## src/rtl/axis_mac_lanes_pkg.sv

```systemverilog
// Shared widths and conv TUSER bit positions for the lane-parallel MAC stage.
package axis_mac_lanes_pkg;

  localparam int unsigned WORD_WIDTH     = 8;
  localparam int unsigned ACC_WIDTH      = 24;
  localparam int unsigned PROD_WIDTH     = 2 * WORD_WIDTH;
  localparam int unsigned TUSER_WIDTH    = 16;
  localparam int unsigned I_IS_SUM_START = 0;
  localparam int unsigned I_IS_CIN_LAST  = 1;
  localparam int unsigned I_IS_CONFIG    = 2;

  function automatic int unsigned prod_width(input int unsigned word_width);
    return 2 * word_width;
  endfunction

endpackage

```

## src/rtl/axis_mac_lanes_mac_lane.sv

```systemverilog
// One MAC lane: registered signed product followed by a wrapping accumulator.
module mac_lane
  import axis_mac_lanes_pkg::*;
#(
  parameter int unsigned WORD_W = WORD_WIDTH,
  parameter int unsigned ACC_W  = ACC_WIDTH
) (
  input  logic              clk,
  input  logic              rst_n,
  input  logic              ce,
  input  logic              v1,
  input  logic              sum_start,
  input  logic              is_config,
  input  logic [WORD_W-1:0] pixel,
  input  logic [WORD_W-1:0] weight,
  output logic [ACC_W-1:0]  acc_next
);

  localparam int unsigned PW = prod_width(WORD_W);

  logic signed [PW-1:0]    prod_c;
  logic        [PW-1:0]    prod1;
  logic signed [ACC_W-1:0] prod_ext;
  logic        [ACC_W-1:0] acc;
  logic        [ACC_W-1:0] base;

  assign prod_c   = $signed(pixel) * $signed(weight);
  assign prod_ext = $signed(prod1);
  assign base     = sum_start ? '0 : acc;
  assign acc_next = base + prod_ext;

  always_ff @(posedge clk or negedge rst_n) begin
    if (!rst_n) begin
      prod1 <= '0;
      acc   <= '0;
    end else if (ce) begin
      prod1 <= prod_c;
      if (v1 && !is_config) acc <= acc_next;
    end
  end

endmodule

```

## src/rtl/axis_mac_lanes.sv

```systemverilog
// Lane-parallel signed MAC over the conv-input stream; emits one beat per channel sum.
module axis_mac_lanes #(
  parameter int unsigned LANES          = 8,
  parameter int unsigned WORD_WIDTH     = axis_mac_lanes_pkg::WORD_WIDTH,
  parameter int unsigned ACC_WIDTH      = axis_mac_lanes_pkg::ACC_WIDTH,
  parameter int unsigned TUSER_WIDTH    = axis_mac_lanes_pkg::TUSER_WIDTH,
  parameter int unsigned I_IS_SUM_START = axis_mac_lanes_pkg::I_IS_SUM_START,
  parameter int unsigned I_IS_CIN_LAST  = axis_mac_lanes_pkg::I_IS_CIN_LAST,
  parameter int unsigned I_IS_CONFIG    = axis_mac_lanes_pkg::I_IS_CONFIG
) (
  input  logic                        aclk,
  input  logic                        aresetn,
  output logic                        s_axis_tready,
  input  logic                        s_axis_tvalid,
  input  logic                        s_axis_tlast,
  input  logic [TUSER_WIDTH-1:0]      s_axis_tuser,
  input  logic [LANES*WORD_WIDTH-1:0] s_axis_pixels_tdata,
  input  logic [LANES*WORD_WIDTH-1:0] s_axis_weights_tdata,
  input  logic                        m_axis_tready,
  output logic                        m_axis_tvalid,
  output logic                        m_axis_tlast,
  output logic [TUSER_WIDTH-1:0]      m_axis_tuser,
  output logic [LANES*ACC_WIDTH-1:0]  m_axis_tdata
);

  logic                       ce;
  logic                       v1;
  logic                       last1;
  logic [TUSER_WIDTH-1:0]     user1;
  logic                       emit;
  logic [LANES*ACC_WIDTH-1:0] sums;

  // Whole pipeline stalls together, so the output register never drops a beat.
  assign ce            = !m_axis_tvalid || m_axis_tready;
  assign s_axis_tready = ce;
  assign emit          = v1 && !user1[I_IS_CONFIG] && user1[I_IS_CIN_LAST];

  for (genvar i = 0; i < LANES; i++) begin : g_lane
    mac_lane #(
      .WORD_W (WORD_WIDTH),
      .ACC_W  (ACC_WIDTH)
    ) u_lane (
      .clk       (aclk),
      .rst_n     (aresetn),
      .ce        (ce),
      .v1        (v1),
      .sum_start (user1[I_IS_SUM_START]),
      .is_config (user1[I_IS_CONFIG]),
      .pixel     (s_axis_pixels_tdata[i*WORD_WIDTH +: WORD_WIDTH]),
      .weight    (s_axis_weights_tdata[i*WORD_WIDTH +: WORD_WIDTH]),
      .acc_next  (sums[i*ACC_WIDTH +: ACC_WIDTH])
    );
  end

  always_ff @(posedge aclk or negedge aresetn) begin
    if (!aresetn) begin
      v1            <= 1'b0;
      last1         <= 1'b0;
      user1         <= '0;
      m_axis_tvalid <= 1'b0;
      m_axis_tlast  <= 1'b0;
      m_axis_tuser  <= '0;
      m_axis_tdata  <= '0;
    end else if (ce) begin
      v1            <= s_axis_tvalid;
      user1         <= s_axis_tuser;
      last1         <= s_axis_tlast;
      m_axis_tvalid <= emit;
      if (emit) begin
        m_axis_tdata <= sums;
        m_axis_tuser <= user1;
        m_axis_tlast <= last1;
      end
    end
  end

endmodule

```

## config.mk

```make
export PLATFORM = sky130hd
export DESIGN_NAME = axis_mac_lanes
export DESIGN_NICKNAME = d
export VERILOG_FILES = /design/src/rtl/axis_mac_lanes_pkg.sv /design/src/rtl/axis_mac_lanes_mac_lane.sv /design/src/rtl/axis_mac_lanes.sv
export SDC_FILE = /design/constraint.sdc
export NUM_CORES = 2
export LEC_CHECK = 0
export BUFFER_PORTS_ARGS = -buffer_cell sky130_fd_sc_hd__buf_2
export CAP_MARGIN = 15
export CORE_MARGIN = 10
export CORE_UTILIZATION = 35
export CTS_CLUSTER_DIAMETER = 100
export DETAILED_ROUTE_END_ITERATION = 16
export PLACE_DENSITY = 0.64
export SLEW_MARGIN = 20
export SYNTH_ARGS = -nofsm -noshare
export SYNTH_HDL_FRONTEND = slang
export SYNTH_SLANG_ARGS = --single-unit
export TNS_END_PERCENT = 1
```

## constraint.sdc

```tcl
create_clock -name aclk -period 3.5 [get_ports aclk]
set_input_delay 0 -clock aclk [delete_from_list [all_inputs] [get_ports aclk]]
set_output_delay 0 -clock aclk [all_outputs]
set_load 0.005 [all_outputs]
```

==> parameters.txt <==
Parameter                              Value

Outcome
  Outcome ... finished with violations
  Failing checks ... negative setup slack

Placement
  HPWL after detailed placement ... 107000 µm
  Port Buffer Count ... 359
  Placed Area ... 0.0582 mm²
  Routability Congestion ... 0.867

Floorplanning
  Height of the die ... 397 µm
  Die W ... 397 µm
  Die Area ... 0.158 mm²
  CORE AREA ... 0.141 mm²
  Number of I/O pins ... 360
  Initial core utilization ... 35.2%
  # rows ... 138

Timing
  Part of the cycle the worst path needs ... 101%
  Setup repair after global routing missed its margin ... yes
  Smallest hold slack ... 0.00000144 ns
  Max frequency ... 284 MHz
  Layout Skew ... 0.0333 ns
  Worst-Margin Slew ... 0.988 ns
  Crit path time final ... 3.52 ns
  Final count of hold timing violations ... 0
  Total setup violations reported at the end of the flow ... 2
  Relative slew slack ... 34.1%
  Pins Over Slew Limit ... 0
  Post-route setup slack ... -0.0206 ns
  Post-Route Setup TNS ... -0.0319 ns

Min path
  Hold WC Path Type ... input port to flip-flop

Final layout
  Share of layout cells above drive strength 1 ... 20.7%
  Final core area utilization ... 44.2%
  Ant diodes ... 0
  Count of fill cells added during filler insertion ... 13791
  Cell area after layout ... 0.0625 mm²
  Final Net Count ... 7646
  Layout overhead on the synthesized area ... 25.6%

Pwr
  Largest vdd supply drop ... 0.424 mV
  Power per Cell Area ... 881 mW/mm²
  Total Power ... 55100 µW
  Leakage power ... 0.0318 µW

Setup path
  Buffering stage count on the worst path with inverters included ... 3
  Cell count along the critical path ... 14
  Reg-to-reg startpoint ... user1[0]
  Most numerous cell on the critical path ... sky130_fd_sc_hd__buf_4
  Worst stage delay on the critical path ... 0.57 ns
  Critical R2R Capture ... g_lane[2].u_lane.acc[20]
  Arrival @ worst endpoint ... 4.02 ns
  Req. time, crit path ... 4.00 ns
  Number of cells on the worst reg-to-reg path ... 14
  Destination of the critical timing path ... g_lane[2].u_lane.acc[20]
  Slowest cell on the critical path ... sky130_fd_sc_hd__dfrtp_4
  Critical path startpoint category ... flip-flop
  Critical path peak fanout ... 8
  Cell family with most CP delay ... compound AO/OA/AOI/OAI gates
  Startpoint of the most critical setup path ... user1[0]
  Cell Chain, Critical Path ... buf_12 -> buf_4 -> nor2b_4 -> ha_1 -> and4_1 -> and2_1 -> o211ai_1 -> buf_4 -> a21o_1 -> a31oi_4 -> o41ai_4 -> mux2i_1 -> a2111oi_2 -> o21ai_1
  Critical Path Sink Type ... flip-flop
  Crit Path Class ... flip-flop to flip-flop
  Reg-to-reg slack, setup ... -0.02 ns

Synthesis
  Synthesized Nets ... 6663
  Total number of yosys warnings ... 0
  Post-synthesis sequential area ratio ... 27.5%
  Post-Synthesis Cell Area ... 0.0498 mm²
  List of most frequent post-synthesis cells ... sky130_fd_sc_hd__nand2_1 (1176), sky130_fd_sc_hd__inv_1 (699), sky130_fd_sc_hd__dfrtp_1 (548), sky130_fd_sc_hd__fa_1 (448), sky130_fd_sc_hd__ha_1 (416)
  Number of synthesized flops with an enable pin ... 0
  Share of flip-flops with an asynchronous set or reset after synthesis ... 100%
  Number of cells produced by synthesis ... 5650
  Number of register bits inferred by synthesis ... 548
  Mean instance size in the synthesized netlist ... 8.81 µm²
  Library cell occupying the most area in the post-synthesis netlist ... sky130_fd_sc_hd__dfrtp_1
  Area share of the largest cell type after synthesis ... 27.5%
  Main area contributors after synthesis ... sky130_fd_sc_hd__dfrtp_1 (28%), sky130_fd_sc_hd__fa_1 (18%), sky130_fd_sc_hd__ha_1 (10%)
  Predominant post-synthesis flop cell ... sky130_fd_sc_hd__dfrtp_1
  Most frequent cell after synthesis ... sky130_fd_sc_hd__nand2_1
  Cell variety after synth ... 83

Route
  Number of nets with antenna violations after detailed routing ... 0
  Final WL ... 137000 µm
  Iter 0 DRT Violations ... 2138
  Post-detailed-route wirelength per cell ... 16.0 µm
  Via total after detailed routing ... 40946
  First-pass iteration count of the detailed router ... 5
  Residual DRC ... 0
  Via density per instance ... 4.77

Clocking
  # H-tree levels ... 3
  Largest buffer count on any clock path ... 3
  Clock slew seen by the registers of the worst setup and hold paths ... 0.06 ns
  Worst-skew pair later-pin latency ... 0.67 ns
  Sinks on the clock net ... 548
  Clock tree from TritonCTS ... yes
  Total CTS buffers ... 72
  Clock tree root driver cell ... sky130_fd_sc_hd__clkbuf_16

Global routing
  First-pass GRT wire length ... 224000 µm
  GRT Residual Overflow ... 0
  Largest net degree at the start of global routing ... 120
  Vias in the first global route ... 42677
  Total GRT Usage ... 17.2%
  Number of antenna violations at the first check in global routing ... 2

Run
  Max-cap violation count ... 0
-- tightest hold or removal path, delay by kind of cell --
family | cells | cell delay, ns
fa+ha+maj | 1 | 0.13
buf+inv | 2 | 0.27
simple gates | 3 | 0.23
-- worst min path at each step --
| stage | from | end | depth (start not counted) |
|---|---|---|---|
| 3_3_place_gp | aresetn | m_axis_tdata[3] | 1 |
| 5_1_grt | s_axis_pixels_tdata[0] | g_lane[0].u_lane.prod1[2] | 6 |
| 2_1_floorplan | aresetn | g_lane[0].u_lane.acc[0] | 0 |
| 4_1_cts | s_axis_pixels_tdata[56] | g_lane[7].u_lane.prod1[2] | 6 |
| 6_report | s_axis_pixels_tdata[0] | g_lane[0].u_lane.prod1[2] | 6 |
| 3_5_place_dp | aresetn | m_axis_tdata[2] | 1 |
-- flip-flops by register name, summed over array words and instances, names as in the netlist --
register	cells
user1	16
v1	1
m_axis_tdata	192
m_axis_tlast	1
m_axis_tvalid	1
m_axis_tuser	16
g_lane.u_lane.prod1	128
last1	1
g_lane.u_lane.acc	192
-- layout by cell type, fill, tap and decap left out, types with 75 or more instances in the layout --
cell type and n:
sky130_fd_sc_hd__nor2b_1 236, sky130_fd_sc_hd__buf_2 357, sky130_fd_sc_hd__a21oi_1 221, sky130_fd_sc_hd__dfrtp_1 547
sky130_fd_sc_hd__xor2_1 78, sky130_fd_sc_hd__nor2_1 226, sky130_fd_sc_hd__dlygate4sd3_1 81, sky130_fd_sc_hd__inv_1 698
sky130_fd_sc_hd__buf_4 597, sky130_fd_sc_hd__o21ai_0 173, sky130_fd_sc_hd__mux2_2 76, sky130_fd_sc_hd__fa_1 442
sky130_fd_sc_hd__a21o_1 75, sky130_fd_sc_hd__nand2_1 1173, sky130_fd_sc_hd__and2_1 326, sky130_fd_sc_hd__ha_1 397
sky130_fd_sc_hd__xnor2_1 187
-- layer usage --
layer,vias up,track usage (%),part of all wire (%)
met4,2,4.06,1.9
met3,148,2.85,4.5
met1,20060,23.2,46
met2,687,28.8,47
met5,-,0,0.0058
li1,20049,-,-
-- metrics by stage --
step                      instances  setup slack [ns]
after global routing           8577            -0.160
after detailed placement       8352            -0.774
after CTS                      8571            -0.110
after floorplan                5650            -0.331
final                          8577           -0.0206
after global placement         8352            -0.678
-- layout make-up --
class / instances / area [µm²] / area share (%)
Sequential cell: 548 / 13700 / 21.9
Timing Repair Buffer: 1058 / 7480 / 12.0
Clock inverter: 41 / 583 / 0.932
Inverter: 700 / 2640 / 4.21
Tap cell: 1890 / 2360 / 3.78
Clock buffer: 87 / 1970 / 3.15
Multi-Input combinational cell: 4253 / 33800 / 54.0
-- logic make-up after synthesis --
kind of cell    after synthesis  share of synthesized area, %
xor+xnor                    274                          4.85
simple gates               2248                          21.0
compound gates              783                          9.79
fa+ha+maj                   864                          28.5
buf+inv                     849                          6.43
flops                       548                          27.5
mux                          84                          1.88
-- power by group --
part / internal [µW] / switching (µW)
sequential: 9360 / 2000
clock: 4860 / 3130
combinational: 17000 / 18700
-- what timing repair did --
action | in CTS | in global routing
pin swaps | 20 | 85
endpoints found under the hold margin | 188 | 0
buffers inserted | 8 | 11
hold buffers | 82 | 0
setup endpoints to repair | 68 | 155
gates cloned | 1 | 0
gates resized for setup | 46 | 161
Note: power is estimated with default switching activity, not from simulation.
